## config.mk

```make
export PLATFORM = sky130hd
export DESIGN_NAME = alu_exec_stage_flat
export DESIGN_NICKNAME = d
export VERILOG_FILES = /design/src/rtl/alu_exec_stage_if.sv /design/src/rtl/alu_exec_stage.sv /design/src/flat_wrapper.sv
export SDC_FILE = /design/constraint.sdc
export NUM_CORES = 1
export LEC_CHECK = 0
export CAP_MARGIN = 40
export CORE_MARGIN = 2
export CORE_UTILIZATION = 50
export CTS_CLUSTER_DIAMETER = 150
export DETAILED_ROUTE_END_ITERATION = 8
export GPL_TIMING_DRIVEN = 1
export PLACE_DENSITY = 0.79
export SYNTH_ARGS = -nofsm -noshare
export SYNTH_HDL_FRONTEND = slang
export SYNTH_SLANG_ARGS = --single-unit
```

## constraint.sdc

```tcl
create_clock -name clk -period 2.05 [get_ports clk]
set_clock_uncertainty 0.1 [all_clocks]
set_input_delay 0.3075 -clock clk [delete_from_list [all_inputs] [get_ports clk]]
set_output_delay 0.3075 -clock clk [all_outputs]
set_load 0.02 [all_outputs]
```

## src/rtl/alu_exec_stage_if.sv

```systemverilog
// alu_exec_stage_if: valid/ready operation and result bus for alu_exec_stage.
interface alu_exec_stage_if #(
  parameter int WIDTH = 16
);
  logic             in_valid;
  logic             in_ready;
  logic [2:0]       alucont;
  logic [WIDTH-1:0] srca;
  logic [WIDTH-1:0] srcb;
  logic [3:0]       dest_in;
  logic             out_valid;
  logic             out_ready;
  logic [WIDTH-1:0] result;
  logic [3:0]       dest_out;
  logic [3:0]       flags;
  logic             illegal_op;
  modport master (
    output in_valid, alucont, srca, srcb, dest_in, out_ready,
    input  in_ready, out_valid, result, dest_out, flags, illegal_op
  );
  modport slave (
    input  in_valid, alucont, srca, srcb, dest_in, out_ready,
    output in_ready, out_valid, result, dest_out, flags, illegal_op
  );
endinterface

```

## src/rtl/alu_exec_stage.sv

```systemverilog
// alu_exec_stage: latency-1 ALU stage with valid/ready handshake and sticky illegal-op flag.
// Define ALU_FLAGS_EN to build the {C, F, Z, N} flag register; otherwise flags read 0000.
module alu_exec_stage #(
  parameter int WIDTH = 16
) (
  input logic            clk,
  input logic            reset,
  alu_exec_stage_if.slave bus
);
  logic             acc, legal, valid_q, illegal_q;
  logic [WIDTH-1:0] a, b, res_d, res_q;
  logic [3:0]       dest_q;
  assign a = bus.srca;
  assign b = bus.srcb;
  assign legal = bus.alucont < 3'd5;
  assign bus.in_ready = !valid_q || bus.out_ready;
  assign acc = bus.in_valid && bus.in_ready;
`ifdef ALU_FLAGS_EN
  logic [WIDTH:0] sum, dif;
  logic           arith, c_d, f_d;
  logic [3:0]     flags_q;
  assign sum = {1'b0, a} + {1'b0, b};
  assign dif = {1'b0, a} - {1'b0, b};
  assign arith = bus.alucont[2:1] == 2'b00;
`else
  logic [WIDTH-1:0] sum, dif;
  assign sum = a + b;
  assign dif = a - b;
`endif
  always_comb begin
    res_d = bus.alucont == 3'd0 ? sum[WIDTH-1:0] :
            bus.alucont == 3'd1 ? dif[WIDTH-1:0] :
            bus.alucont == 3'd2 ? a & b :
            bus.alucont == 3'd3 ? a ^ b :
            bus.alucont == 3'd4 ? a | b : '0;
  end
`ifdef ALU_FLAGS_EN
  // Borrow of sub is the top bit of the widened difference, i.e. srca < srcb unsigned.
  always_comb begin
    c_d = bus.alucont[0] ? dif[WIDTH] : sum[WIDTH];
    f_d = (bus.alucont[0] ? a[WIDTH-1] != b[WIDTH-1] : a[WIDTH-1] == b[WIDTH-1]) &&
          res_d[WIDTH-1] != a[WIDTH-1];
  end
  always_ff @(posedge clk or negedge reset)
    if (!reset) flags_q <= 4'b0000;
    else if (acc && legal)
      flags_q <= {arith ? c_d : flags_q[3], arith ? f_d : flags_q[2], res_d == '0, res_d[WIDTH-1]};
  assign bus.flags = flags_q;
`else
  assign bus.flags = 4'b0000;
`endif
  always_ff @(posedge clk or negedge reset)
    if (!reset) begin
      valid_q   <= 1'b0;
      illegal_q <= 1'b0;
      res_q     <= '0;
      dest_q    <= '0;
    end else begin
      valid_q   <= acc || (valid_q && !bus.out_ready);
      illegal_q <= illegal_q || (acc && !legal);
      if (acc) begin
        res_q  <= res_d;
        dest_q <= bus.dest_in;
      end
    end
  assign bus.out_valid  = valid_q;
  assign bus.result     = res_q;
  assign bus.dest_out   = dest_q;
  assign bus.illegal_op = illegal_q;
endmodule

```

## src/flat_wrapper.sv

```systemverilog
// flat-port wrapper written by rule: the top's interface ports become plain ports
module alu_exec_stage_flat 
#(
  parameter int WIDTH = 16
)
  (clk, reset, bus_in_valid, bus_alucont, bus_srca, bus_srcb, bus_dest_in, bus_out_ready, bus_in_ready, bus_out_valid, bus_result, bus_dest_out, bus_flags, bus_illegal_op);
  alu_exec_stage_if #(.WIDTH(WIDTH)) bus_i ();
  input logic clk;
  input logic reset;
  input wire logic [$bits(bus_i.in_valid)-1:0] bus_in_valid;
  input wire logic [$bits(bus_i.alucont)-1:0] bus_alucont;
  input wire logic [$bits(bus_i.srca)-1:0] bus_srca;
  input wire logic [$bits(bus_i.srcb)-1:0] bus_srcb;
  input wire logic [$bits(bus_i.dest_in)-1:0] bus_dest_in;
  input wire logic [$bits(bus_i.out_ready)-1:0] bus_out_ready;
  output wire logic [$bits(bus_i.in_ready)-1:0] bus_in_ready;
  output wire logic [$bits(bus_i.out_valid)-1:0] bus_out_valid;
  output wire logic [$bits(bus_i.result)-1:0] bus_result;
  output wire logic [$bits(bus_i.dest_out)-1:0] bus_dest_out;
  output wire logic [$bits(bus_i.flags)-1:0] bus_flags;
  output wire logic [$bits(bus_i.illegal_op)-1:0] bus_illegal_op;
  assign bus_i.in_valid = bus_in_valid;
  assign bus_i.alucont = bus_alucont;
  assign bus_i.srca = bus_srca;
  assign bus_i.srcb = bus_srcb;
  assign bus_i.dest_in = bus_dest_in;
  assign bus_i.out_ready = bus_out_ready;
  assign bus_in_ready = bus_i.in_ready;
  assign bus_out_valid = bus_i.out_valid;
  assign bus_result = bus_i.result;
  assign bus_dest_out = bus_i.dest_out;
  assign bus_flags = bus_i.flags;
  assign bus_illegal_op = bus_i.illegal_op;
  alu_exec_stage #(.WIDTH(WIDTH)) u_core (.clk(clk), .reset(reset), .bus(bus_i));
endmodule
```

### Word level (Yosys, flattened, before mapping)

Index checks and enable logic that the tools add are counted.

* $add $sub $neg: 2
* magnitude comparators: 1
* eq/ne operators: 4
* multiplexer cells: 5
* bitwise gates (word level): 3
* reductions and logical operators: 10

Operators with widths (number)
* 16-bit 2-to-1 mux: 5
* 16-bit adder: 1
* 16-bit AND: 1
* 16-bit bitwise OR: 1
* 16-bit subtractor: 1
* 16-bit XOR: 1
* 3-bit by 2-bit == test with 1-bit output (second input constant): 2
* 3-bit by 1-bit == test with 1-bit output (second input constant): 1
* 3-bit == test (second input constant): 1
* 1-bit logical AND: 3
* 1-bit zero test: 3
* 3-bit zero test: 1
* 1-bit logical OR: 3
* 3-bit < comparator (second input constant): 1

* register bits: 22
* bits of input ports: 43
* output and inout bits: 27
* word-level logic and storage cells: 29

### Depth between registers and ports, before layout

Gate-level depths: netlist of run 1.

* depth after elaboration: 6
* mapped depth: 10
* gate-level depth less buffers: 10

### Least setup slack after synthesis of run 1

Ideal clock, no wire load.

* kind: input -> register
* start point: input bus_srcb[3]
* end point: register u_core.res_q[15] (netlist: u_core.bus.result[15])
* setup time: 0.126 ns
* arrival time: 2.215 ns
* required time: 1.824 ns
* setup slack: -0.391 ns
* cell stages on the path: 10
* buffers on the path: 1
* cell sequence: inv_1 -> ha_1 -> buf_4 -> nor2_2 -> a2111oi_2 -> o21ai_1 -> a2111oi_2 -> xnor2_1 -> nor2_1 -> o32a_1

* word-level cells in the longest chain between the ends: 3
* elaborated cells on any way between the ends: 4
* those cells by class: add/sub (2); mux (2)

RTL lines
* start: declaration: RTL line flat_wrapper.sv:13 `input wire logic [$bits(bus_i.srcb)-1:0] bus_srcb;`
* 16-bit subtractor: RTL line alu_exec_stage.sv:28 `assign dif = a - b;`
* 16-bit 2-to-1 mux: RTL line alu_exec_stage.sv:32 `bus.alucont == 3'd1 ? dif[WIDTH-1:0] :`
* 16-bit 2-to-1 mux *: RTL line alu_exec_stage.sv:31 `res_d = bus.alucont == 3'd0 ? sum[WIDTH-1:0] :`
* end signal: assignment: RTL line alu_exec_stage.sv:62 `res_q <= res_d;`
* end: declaration: RTL line alu_exec_stage.sv:11 `logic [WIDTH-1:0] a, b, res_d, res_q;`

Mark *: on every way between the ends. The rest lies on a longest branch, timed or not.
A chain may end at the register's enable or synchronous reset.

### Worst setup path in the final report of run 1

* start point: input bus_srca[3]
* end point: register u_core.res_q[15] (netlist: u_core.bus.result[15])

* word-level cells in the longest chain between the ends: 3
* elaborated cells on any way between the ends: 4
* those cells by class: add/sub (2); mux (2)

RTL lines
* start: declaration: RTL line flat_wrapper.sv:12 `input wire logic [$bits(bus_i.srca)-1:0] bus_srca;`
* 16-bit subtractor: RTL line alu_exec_stage.sv:28
* 16-bit 2-to-1 mux: RTL line alu_exec_stage.sv:32
* 16-bit 2-to-1 mux *: RTL line alu_exec_stage.sv:31

Marked as above.

==> results of run 1 <==
[cell usage after synthesis (all sizes together), types with 3 or more instances]
| library cell | count |
|---|---|
| nand2b | 6 |
| nor2 | 27 |
| clkbuf | 10 |
| o22ai | 8 |
| nor2b | 5 |
| xnor2 | 12 |
| nand3 | 7 |
| a211oi | 4 |
| o32a | 5 |
| o21bai | 7 |
| o31ai | 5 |
| a21o | 7 |
| a31oi | 7 |
| and3 | 5 |
| xor2 | 3 |
| nand2 | 37 |
| o221ai | 6 |
| a21oi | 31 |
| o21ai | 18 |
| dfrtp | 22 |
| inv | 46 |
| buf | 16 |
| a221oi | 3 |
| ha | 47 |
| nor4 | 4 |
| mux2i | 17 |
| nor3 | 8 |
[per-layer routing]
layer | vias to the layer above | global-route usage (%) | routed length, µm
met4 | 0 | 18.6 | 1800
met1 | 2142 | 43.0 | 5850
met5 | - | 0 | 0
met2 | 567 | 63.6 | 7770
li1 | 1809 | - | -
met3 | 220 | 9.15 | 2320
[power by group through the flow]
| stage | Sequential (mW) | Clock, mW | Combinational [mW] |
|---|---|---|---|
| floorplan | 0.627 | 0 | 0.615 |
| global placement | 0.545 | 0 | 1.29 |
| detailed placement | 0.550 | 0 | 1.32 |
| CTS | 0.541 | 0.331 | 1.51 |
| global route | 0.554 | 0.351 | 1.88 |
| finish | 0.552 | 0.341 | 1.83 |
[flip-flops by register name, summed over array words and instances (netlist names)]
name	flops
u_core.bus.result	16
u_core.bus.dest_out	4
u_core.bus.illegal_op	1
u_core.bus.out_valid	1
[what timing repair did]
item                                    in CTS  in global routing
gates resized for setup                    163                 50
pin swaps                                   41                 32
endpoints found under the hold margin        0                  0
setup buffers                               17                 10
hold buffers                                 0                  0
endpoints found under the setup margin      14                 13
[layout make-up]
cell class,instances,share of cell area [%]
multi-input cells,310,51.4
inverters,47,3.83
repair buffers,216,32.5
flip-flops and latches,22,9.63
well taps,75,1.64
clock buffers,4,0.963
[per-stage QoR]
| stage | setup slack [ps] | std cells |
|---|---|---|
| after floorplan | -229 | 405 |
| after global routing | -352 | 674 |
| after detailed placement | -1090 | 644 |
| after CTS | -239 | 664 |
| after global placement | -985 | 644 |
| final | -338 | 674 |
[cell families (layout without fill, tap and decap cells)]
| kind of cell | Yosys count | count (layout) | share of synthesized area [%] |
|---|---|---|---|
| AO/OA/AOI/OAI | 117 | 117 | 26.1 |
| AND/OR/NAND/NOR | 107 | 107 | 15.8 |
| buffers and inverters | 73 | 267 | 10.1 |
| adder cells (fa/ha/maj) | 49 | 49 | 20.0 |
| flip-flops | 22 | 22 | 17.5 |
| multiplexers | 18 | 18 | 6.13 |
| XOR/XNOR | 15 | 15 | 4.18 |
| other | 1 | 4 | 0.119 |
[worst paths after layout]
kind	slack (ps)	end	start	depth (start not counted)
setup reg to reg	300	u_core.bus.result[13]	u_core.bus.out_valid	5
max in group asynchronous	1270	u_core.bus.result[0]	reset	2
min in group clk	420	u_core.bus.result[11]	u_core.bus.result[11]	1
setup / recovery	-340	u_core.bus.result[15]	bus_srca[3]	11
hold reg to reg	420	u_core.bus.result[11]	u_core.bus.result[11]	1
hold / removal	310	u_core.bus.dest_out[1]	reset	2
[worst max-delay path, delay by kind of cell]
family,cells,cell delay (ps)
AOI/OAI and AO/OA,4,1320
xor gates and xnor gates,1,160
adders and majority gates,1,290
buffers and inverters,3,240
and+or+nand+nor,2,140
==> flow_metrics.tcl, run 1 <==
set metrics [dict create \
    run_status "finished, violations left" \
    failed_checks "negative setup slack" \
    detailed_routing_iteration_count_for_the_pre_antenna_repair_pass 7 \
    gp_congestion 0.954 \
    io_buffer_count 65 \
    setup.worst_path.class "primary input to flip-flop" \
    core_region_area_um2 5990 \
    worst_ir_drop_vdd_mv 0.466 \
    primary_ff_master_synth "sky130_fd_sc_hd__dfrtp_1" \
    hold-worst-slack_ps 310 \
    nFillCells 148 \
    timing.final.crit_share_pct 116 \
    setup_total_negative_slack_ps -2270 \
    grt_start_max_net_pins 23 \
    first_pass_grt_wire_length_um 20900 \
    number_of_drc_violations_after_detailed_routing 0 \
    timing.critical_path.cells "buf_8 > inv_4 > ha_4 > buf_12 > nor2b_4 > a2111oi_4 > o21ai_4 > a2111oi_4 > xnor2_1 > nor2_1 > o32a_1" \
    final_hold_viol_count 0 \
    detail-route-antenna-nets 0 \
    antenna_found_initial 0 \
    design.final.nets 692 \
    clock_power_share_pct 12.5 \
    yosys_register_bits 22 \
    layout.cells.most_common_list "sky130_fd_sc_hd__buf_4 (138), sky130_fd_sc_hd__clkdlybuf4s50_1 (38), sky130_fd_sc_hd__nand2_1 (36)" \
    layout_utilization_pct 95.4 \
    tritoncts_clock_tree "built" \
    clkSlewWorstSetupHoldPaths_ps 90 \
    post_dp_cell_area_um2 4850 \
    critical-path-max-stage-delay_ps 480 \
    die_area_um2 6940 \
    critical_path_required_ps 2110 \
    critPathSlowestCell "sky130_fd_sc_hd__a2111oi_4" \
    worst_setup_path_end_kind "flip-flop" \
    synthDominantCellAreaShare_pct 18.7 \
    ioPinCount 70 \
    synthesized_area_um2 3140 \
    path_max_fanout 5 \
    ys_async_sr_fraction_pct 100 \
    initial_utilization_pct 52.5 \
    power.density_nw_per_um2 477 \
    cts-buffers-inserted 3 \
    final.min_clock_period_ps 2390 \
    max-cap-violations 0 \
    power.static_leakage_nw 2.65 \
    layout_cell_share_with_drive_strength_beyond_1_pct 47.7 \
    hold_path.class "primary input to async pin" \
    synth-edff-count 0 \
    synth.yosys.seq_area_share_pct 17.5 \
    fin_ws_ps -338 \
    die_h_um 83.3 \
    cp-start-kind "primary input" \
    number_of_h_tree_branching_levels 1 \
    synth_area_per_cell_um2 7.82 \
    worst_skew_pair.late_latency_ps 270 \
    global_route.overflow_total 0 \
    netlist.top_cell.by_area "sky130_fd_sc_hd__ha_1" \
    area_growth_pct 81.8 \
    final-setup-viol-count 12 \
    final-seq-area_um2 551 \
    first_iter_violations 653 \
    cts_num_sinks 22 \
    drt-total-wl_um 17700 \
    routed_wire_per_std_cell_um 26.3 \
    mostFrequentLayoutCell "sky130_fd_sc_hd__buf_4" \
    seq_power_share_pct 20.3 \
    grt_pass1_vias 4322 \
    antenna_cells 0 \
    yosys.cell_types.count 56 \
    rows 28 \
    worst_path_arrival_time_ps 2450 \
    power.total_mw 2.72 \
    switching_share_pct 43.7 \
    grt.total_usage_pct 37.2 \
    detailedPlacementHpwl_um 8980 \
    postSynthCellCount 402 \
    max-clock-path-buffers 2 \
    design_area_um2 5720 \
    num_vias 4738 \
    multiInputGateArea_um2 2940 \
    ctsRootBufferMaster "sky130_fd_sc_hd__clkbuf_8" \
    power.switching_mw 1.19 \
    path_common_cell "sky130_fd_sc_hd__a2111oi_4" \
    die_width_um 83.3 \
    share_of_power_burned_in_combinational_logic_pct 67.2 \
    yosysWarningCount 0 \
    fmaxAchievable_mhz 419 \
    synth_top_cells_by_area "sky130_fd_sc_hd__ha_1 (19%), sky130_fd_sc_hd__dfrtp_1 (18%), sky130_fd_sc_hd__mux2i_1 (5.4%), sky130_fd_sc_hd__inv_1 (5.3%), sky130_fd_sc_hd__a21oi_1 (4.9%)" \
    max_slew_vio_count 0 \
    intPower_mw 1.53 \
    viasPerCell 7.03 \
    rsz0062_at_grt "true" \
]
Power figures use the tool's default switching activity.
==> run 2: changes to the inputs <==
--- a/config.mk
+++ b/config.mk
@@ -5,7 +5,6 @@
 export SDC_FILE = /design/constraint.sdc
 export NUM_CORES = 1
 export LEC_CHECK = 0
-export CAP_MARGIN = 40
 export CORE_MARGIN = 2
 export CORE_UTILIZATION = 50
 export CTS_CLUSTER_DIAMETER = 150
==> results of run 2 <==
Same layout as run 1: the final DEF is identical, and so are final timing and power.
==> run 3: changes to the inputs <==
--- a/config.mk
+++ b/config.mk
@@ -5,12 +5,15 @@
 export SDC_FILE = /design/constraint.sdc
 export NUM_CORES = 1
 export LEC_CHECK = 0
+export CELL_PAD_IN_SITES_DETAIL_PLACEMENT = 0
+export CELL_PAD_IN_SITES_GLOBAL_PLACEMENT = 1
 export CORE_MARGIN = 2
-export CORE_UTILIZATION = 50
+export CORE_UTILIZATION = 38
 export CTS_CLUSTER_DIAMETER = 150
 export DETAILED_ROUTE_END_ITERATION = 8
 export GPL_TIMING_DRIVEN = 1
-export PLACE_DENSITY = 0.79
+export PLACE_DENSITY_LB_ADDON = 0.1
+export SKIP_CTS_REPAIR_TIMING = 1
 export SYNTH_ARGS = -nofsm -noshare
 export SYNTH_HDL_FRONTEND = slang
 export SYNTH_SLANG_ARGS = --single-unit
==> run 3 against run 2 <==
Against the previous run: sequential share of layout area down 0.067 points; critical endpoint is now u_core.bus.result[14]; total power shrank 9.8%; via count shrank 23%; final area up 0.70%; largest power group unchanged; highest routed layer unchanged; sequential cell count is the same; the flow still finishes with violations (negative setup slack); largest cell class unchanged; non-clock buffer count is 3 higher.
==> flow_metrics.tcl, run 3 (synthesis results as in run 1) <==
set metrics [dict create \
    antenna_found_initial 0 \
    worst_path_arrival_time_ps 2440 \
    core_region_area_um2 8130 \
    layout_cell_share_with_drive_strength_beyond_1_pct 46.4 \
    layout_utilization_pct 70.8 \
    cts-buffers-inserted 3 \
    gp_congestion 0.897 \
    path_max_fanout 2 \
    ctsRootBufferMaster "sky130_fd_sc_hd__clkbuf_8" \
    num_vias 3664 \
    tritoncts_clock_tree "built" \
    fin_ws_ps -354 \
    global_route.overflow_total 0 \
    final.min_clock_period_ps 2400 \
    ioPinCount 70 \
    critical_path_required_ps 2090 \
    grt_pass1_vias 3584 \
    setup.worst_path.class "primary input to flip-flop" \
    run_status "finished, violations left" \
    power.density_nw_per_um2 427 \
    antenna_cells 0 \
    critical-path-max-stage-delay_ps 350 \
    die_width_um 94.9 \
    detailed_routing_iteration_count_for_the_pre_antenna_repair_pass 4 \
    switching_share_pct 39.4 \
    design.final.nets 695 \
    worst_ir_drop_vdd_mv 0.202 \
    detailedPlacementHpwl_um 8930 \
    intPower_mw 1.49 \
    power.total_mw 2.46 \
    post_dp_cell_area_um2 4970 \
    die_h_um 94.9 \
    number_of_drc_violations_after_detailed_routing 0 \
    final_hold_viol_count 0 \
    fmaxAchievable_mhz 416 \
    timing.final.crit_share_pct 117 \
    detail-route-antenna-nets 0 \
    first_pass_grt_wire_length_um 16900 \
    clkSlewWorstSetupHoldPaths_ps 80 \
    post_layout_nonfiller_instances 706 \
    cp-start-kind "primary input" \
    max-clock-path-buffers 2 \
    mostFrequentLayoutCell "sky130_fd_sc_hd__buf_4" \
    design_area_um2 5760 \
    worst_setup_path_end_kind "flip-flop" \
    viasPerCell 5.19 \
    power.static_leakage_nw 2.74 \
    cts_num_sinks 22 \
    grt_start_max_net_pins 23 \
    layout.cells.most_common_list "sky130_fd_sc_hd__buf_4 (138), sky130_fd_sc_hd__clkdlybuf4s50_1 (42), sky130_fd_sc_hd__nand2_1 (36)" \
    timing.critical_path.buf_inv 3 \
    timing.critical_path.cells "buf_8 > buf_6 > inv_12 > ha_4 > fa_2 > o21bai_4 > a221oi_4 > nor4_4 > a211o_1 > a221oi_2 > mux2i_1 > o32a_1" \
    routed_wire_per_std_cell_um 16.0 \
    cp_top_family "compound AO/OA/AOI/OAI gates" \
    setup_total_negative_slack_ps -2010 \
    placed_cells_incl_taps 687 \
    die_area_um2 9010 \
    hold-worst-slack_ps 300 \
    share_of_power_burned_in_combinational_logic_pct 67.3 \
    detailedPlace.worstSlack_ps -1050 \
    max_slew_vio_count 0 \
    hold_path.class "primary input to async pin" \
    power.switching_mw 0.968 \
    max-cap-violations 0 \
    critPathSlowestCell "sky130_fd_sc_hd__o32a_1" \
    clock_power_share_pct 10.7 \
    rows 33 \
    worst_skew_pair.late_latency_ps 250 \
    largest_register_ff_count 16 \
    final-setup-viol-count 10 \
    rsz0062_at_grt "true" \
    area_growth_pct 83.1 \
    io_buffer_count 65 \
    seq_power_share_pct 22.0 \
    drt-total-wl_um 11300 \
    failed_checks "negative setup slack" \
    grt.total_usage_pct 23.8 \
    number_of_h_tree_branching_levels 1 \
    first_iter_violations 115 \
    initial_utilization_pct 38.6 \
]
## run 3: cell types whose count changed in the layout (fill, tap and decap cells not counted), moves of 2 or more
cell                              before  now
sky130_fd_sc_hd__clkdlybuf4s50_1      38   42
sky130_fd_sc_hd__nor4_1                0    2
sky130_fd_sc_hd__dlygate4sd2_1        14    0
sky130_fd_sc_hd__o21ai_2               3    5
sky130_fd_sc_hd__nand3_2               1    3
sky130_fd_sc_hd__nor4_2                2    0
sky130_fd_sc_hd__nand3_1               5    3
sky130_fd_sc_hd__buf_12                5    2
sky130_fd_sc_hd__ha_1                 24   29
sky130_fd_sc_hd__dlymetal6s2s_1        1   11
sky130_fd_sc_hd__inv_1                16   19
sky130_fd_sc_hd__buf_6                14   20
sky130_fd_sc_hd__ha_2                  8    4
## run 3: area by class of cell
class                   count  area, µm²
multi-input cells         310       2900
fillers                   686       2380
flip-flops and latches     22        551
repair buffers            219       1920
clock buffers               3       41.3
inverters                  47        209
well taps                 105        131
## run 3: power by group through the flow
stage          Sequential, mW  Clock [mW]  Combinational [mW]
2_1_floorplan           0.627           0               0.615
3_3_place_gp            0.548           0                1.34
3_5_place_dp            0.550           0                1.36
4_1_cts                 0.541       0.271                1.36
5_1_grt                 0.550       0.284                1.77
6_report                0.542       0.262                1.65
## run 3: final timing paths
| check | from | endpoint | slack, ps | cells after the start |
|---|---|---|---|---|
| max | bus_srca[0] | u_core.bus.result[14] | -350 | 12 |
| min | reset | u_core.bus.result[2] | 300 | 2 |
| max reg2reg | u_core.bus.out_valid | u_core.bus.result[12] | 370 | 6 |
| min reg2reg | u_core.bus.dest_out[3] | u_core.bus.dest_out[3] | 380 | 2 |
| max in group asynchronous | reset | u_core.bus.dest_out[0] | 1330 | 2 |
| min in group clk | u_core.bus.dest_out[3] | u_core.bus.dest_out[3] | 380 | 2 |
## run 3: layer usage
layer	share of wire [%]	wire length [µm]	GRT usage (%)
met1	43	4830	30.0
met2	51	5760	44.1
met4	1.9	218	4.11
met5	0	0	0
met3	4.6	515	2.55
